File: src/rtl/uart_tx_streamer.sv
// uart_tx_streamer: drains an upstream character FIFO out of a UART serial line, one frame per character.
module uart_tx_streamer #(
  parameter int CLKS_PER_BIT = 868,
  parameter int DATA_SIZE    = 8
) (
  input  logic                 clk_100MHz,
  input  logic                 reset,
  input  logic                 start_send,
  input  logic [DATA_SIZE-1:0] fifo_data_in,
  input  logic                 fifo_empty,
  output logic                 fifo_read,
  output logic                 tx,
  output logic                 busy,
  output logic                 done,
  output logic [3:0]           byte_count
);
  typedef enum logic [2:0] {IDLE, LOAD, START, DATA, STOP, ADVANCE, SETTLE} state_t;
  localparam int IW = DATA_SIZE > 1 ? $clog2(DATA_SIZE) : 1;
  localparam logic [15:0] LAST = 16'(CLKS_PER_BIT - 1);
  localparam logic [IW-1:0] TOP = IW'(DATA_SIZE - 1);
  state_t               state_q;
  logic [15:0]          timer_q;
  logic [IW-1:0]        idx_q;
  logic [DATA_SIZE-1:0] sh_q;
  logic                 tx_q;
  logic [3:0]           cnt_q;
  logic                 bit_end;
  assign bit_end    = timer_q == LAST;
  assign tx         = tx_q;
  assign busy       = state_q != IDLE;
  assign fifo_read  = state_q == ADVANCE;
  // fifo_empty already reflects the ADVANCE read while in SETTLE
  assign done       = state_q == SETTLE && fifo_empty;
  assign byte_count = cnt_q;
  always_ff @(posedge clk_100MHz or posedge reset)
    if (reset) begin
      state_q <= IDLE;
      timer_q <= '0;
      idx_q   <= '0;
      sh_q    <= '0;
      tx_q    <= 1'b1;
      cnt_q   <= '0;
    end else begin
      timer_q <= (state_q inside {START, DATA, STOP}) && !bit_end ? timer_q + 16'd1 : 16'd0;
      case (state_q)
        IDLE:
          if (start_send && !fifo_empty) begin
            state_q <= LOAD;
            cnt_q   <= '0;
          end
        LOAD: begin
          sh_q    <= fifo_data_in;
          tx_q    <= 1'b0;
          state_q <= START;
        end
        START:
          if (bit_end) begin
            idx_q   <= '0;
            tx_q    <= sh_q[0];
            state_q <= DATA;
          end
        DATA:
          if (bit_end) begin
            if (idx_q == TOP) begin
              tx_q    <= 1'b1;
              state_q <= STOP;
            end else begin
              idx_q <= idx_q + IW'(1);
              tx_q  <= sh_q[1];
              sh_q  <= sh_q >> 1;
            end
          end
        STOP:
          if (bit_end) begin
            cnt_q   <= cnt_q == 4'hF ? cnt_q : cnt_q + 4'd1;
            state_q <= ADVANCE;
          end
        ADVANCE: state_q <= SETTLE;
        SETTLE:  state_q <= fifo_empty ? IDLE : LOAD;
        default: state_q <= IDLE;
      endcase
    end
endmodule

File: config.mk
export PLATFORM = sky130hd
export DESIGN_NAME = uart_tx_streamer
export DESIGN_NICKNAME = d
export VERILOG_FILES = /design/src/rtl/uart_tx_streamer.sv
export SDC_FILE = /design/constraint.sdc
export NUM_CORES = 1
export LEC_CHECK = 0
export ABC_AREA = 1
export CORE_UTILIZATION = 61
export DETAILED_ROUTE_END_ITERATION = 16
export PLACE_DENSITY = 0.88
export SETUP_SLACK_MARGIN = 0.02
export SLEW_MARGIN = 5
export SYNTH_ARGS = -nofsm -noshare
export SYNTH_HDL_FRONTEND = slang
export SYNTH_SLANG_ARGS = --single-unit
File: constraint.sdc
create_clock -name clk_100MHz -period 2.8 [get_ports clk_100MHz]
set_input_delay 0.42 -clock clk_100MHz [delete_from_list [all_inputs] [get_ports clk_100MHz]]
set_output_delay 0.42 -clock clk_100MHz [all_outputs]
set_load 0.02 [all_outputs]
==> qor.yml <==
outcome:
  run_status: "completed"
min_path:
  hp-class: "in2async"
timing:
  min_period_ns: 2.19
  max_freq_ghz: 0.457
  fin_tns_setup_ns: 0
  setup_violations: 0
  finalWorstSetupSlack_ns: 0.612
  tightest_slew_ns: 0.499
  post-route-period-util_pct: 78.1
  hold_viol: 0
  slew_headroom_pct: 66.6
  clock_skew_ns: 0.0124
  rsz0062_at_grt: "false"
  drv_slew: 0
setup_path:
  cp-end-kind: "primary output"
  cp_cell_sequence: "inv_1 -> nand2_1 -> nor2_1 -> clkdlybuf4s50_1"
  worstPathMaxFanout: 5
  slowest_stage: "clkdlybuf4s50_1"
  cp.arrival_ns: 1.77
  startpoint_type: "register"
  critPathMaxStageDelay_ns: 0.61
  critPathKind: "reg2out"
  crit_required_ns: 2.38
routing:
  via_count: 1723
  viasPerCell: 5.29
  wl_per_cell_um: 12.4
  ant_nets: 0
  drtIter0Drc: 96
  dr.pass1.iters: 4
  remaining_drc_errors: 0
  wl_um: 4050
finish:
  antenna_cells: 0
  layout-drive-gt1-share_pct: 12.4
  area_growth_pct: 14.8
  fin_util_pct: 75.2
  layout.nets: 297
power:
  powerDensity_nw_per_um2: 364
  internal_power_uw: 668
  seqPwrFrac_pct: 59.0
  ir_drop_mv: 0.398
  leakage_nw: 1.15
  p_sw_uw: 188
  p_comb_share_pct: 3.5
  switching_share_pct: 21.9
  clockPowerShare_pct: 37.4
cts:
  ctsHoldBuffers: 0
  clkSinkCount: 35
  htreeDepth: 2
  clk_pin_slew_ns: 0.11
  clockBufferDepth: 2
  cts_made_buffers: 5
  root_buffer: "clkbuf_4"
  worstSkewPairLatency_ns: 0.35
  cts_setup_buffers: 0
  cts_tree: "done"
  ctsResizeCount: 0
logic_synthesis:
  synth_seq_area_share_pct: 42.8
  synth_seq_cells: 35
  synth_commonest_cells: "65 x nand2_1, 41 x nor2_1, 34 x dfrtp_1"
  ys_async_sr_fraction_pct: 100
  synth_warnings: 0
  synthTopCellsByArea: "dfrtp_1 42%, nand2_1 12%, nor2_1 7.5%"
  ys.flop_type: "dfrtp_1"
  synth_edf_count: 0
  synth.most_common_cell: "nand2_1"
  synthCells: 256
  yosys.area.top_type: "dfrtp_1"
  synth_area_um2: 2050
  netlist.area_leader.share_pct: 41.5
  syn_avg_cell_area_um2: 8.01
  syn-num-nets: 272
  synth_cell_types: 28
global_routing:
  grt_pass1_vias: 1661
  grt-ovfl-total: 0
  antenna_found_initial: 0
  grt_pass1_wl_um: 7030
  grt_max_degree: 36
  grt.total_usage_pct: 26.8
place:
  detailed_place_hpwl_um: 3050
  place_congestion: 0.851
  portBuffers: 19
  post-place-ws_ns: 0.673
floorplanning:
  fp.dieH_um: 60.0
  die_x_um: 60.0
  core_area_um2: 3130
  die_area_um2: 3600
  ios: 20
  num_rows: 20
  start_util_pct: 65.5
run:
  maxCapViolCount: 0
[worst max-delay path: cells and delay by family, from the launching register on]
| kind | cells | cell delay (ns) |
|---|---|---|
| buffers and inverters | 2 | 0.77 |
| flip-flops | 1 | 0.46 |
| AND/OR/NAND/NOR | 2 | 0.20 |
[cell families after synthesis]
group	count (synthesis)	synth area share, %
muxes	7	3.42
buffers and inverters	27	5.68
DFF	35	42.8
AOI/OAI and AO/OA	26	7.51
and+or+nand+nor	150	35.2
xor gates and xnor gates	7	2.99
adders and majority gates	4	2.44
[placed cells by master (no fill, tap or decap), types with 3 or more instances in the layout]
master           count
inv_2                4
clkdlybuf4s50_1     19
nand2_1             65
a21oi_1              3
nor3b_1              3
o21ai_1              7
nand2_4              7
clkbuf_4             5
nor3_1               4
mux2i_1              7
nand2_2              3
inv_1               21
xor2_1               6
nor2_2               3
dfrtp_1             34
o21ai_0             10
nand3_1             13
nor2_4               3
nand4_1              6
nor2_1              41
ha_1                 4
[power groups by stage]
stage,combinational (mW),clock (mW),sequential (mW)
global placement,0.0309,0,0.515
global route,0.0345,0.346,0.505
floorplan,0.0111,0,0.515
detailed placement,0.0311,0,0.515
finish,0.0303,0.320,0.505
CTS,0.0313,0.323,0.505
[cell type report]
| class | instances | area (um^2) |
|---|---|---|
| Fill cell | 238 | 776 |
| Clock inverter | 1 | 7.51 |
| Tap cell | 44 | 55.1 |
| Clock buffer | 7 | 65.1 |
| Multi-Input combinational cell | 194 | 1060 |
| Inverter | 25 | 93.8 |
| Timing Repair Buffer | 20 | 198 |
| Sequential cell | 35 | 877 |
[final timing paths]
kind | startpoint | slack, ns | endpoint | cells after the start
min in group clk_100MHz | timer_q[0] | 0.48 | timer_q[0] | 1
setup reg to reg | idx_q[0] | 1.23 | idx_q[0] | 8
hold / removal | reset | 0.47 | sh_q[6] | 3
hold reg to reg | timer_q[0] | 0.48 | timer_q[0] | 1
setup / recovery | state_q[1] | 0.61 | fifo_read | 4
max in group asynchronous | reset | 1.99 | tx | 3
[layer usage]
metal / track usage [%] / wire (um) / up-vias / part of all wire [%]
met5: 0 / 0 / - / 0
met4: 9.30 / 82 / 0 / 2.0
met3: 7.36 / 160 / 10 / 4.0
met2: 41.6 / 1890 / 34 / 47
met1: 36.1 / 1910 / 803 / 47
li1: - / - / 876 / -
[through the flow]
stage,instances,power (mW),hold WS [ns],area (um^2)
finish,326,0.856,0.468,2350
global route,326,0.886,0.512,2350
CTS,326,0.860,0.490,2350
detailed placement,318,0.546,0.459,2280
global placement,318,0.546,0.453,2280
floorplan,256,0.526,0.430,2050
[flip-flops by register name, indices dropped and copies added, names as in the netlist]
signal	count
timer_q	16
tx	1
idx_q	3
state_q	3
sh_q	8
byte_count	4
(Power assumes the default switching activity.)
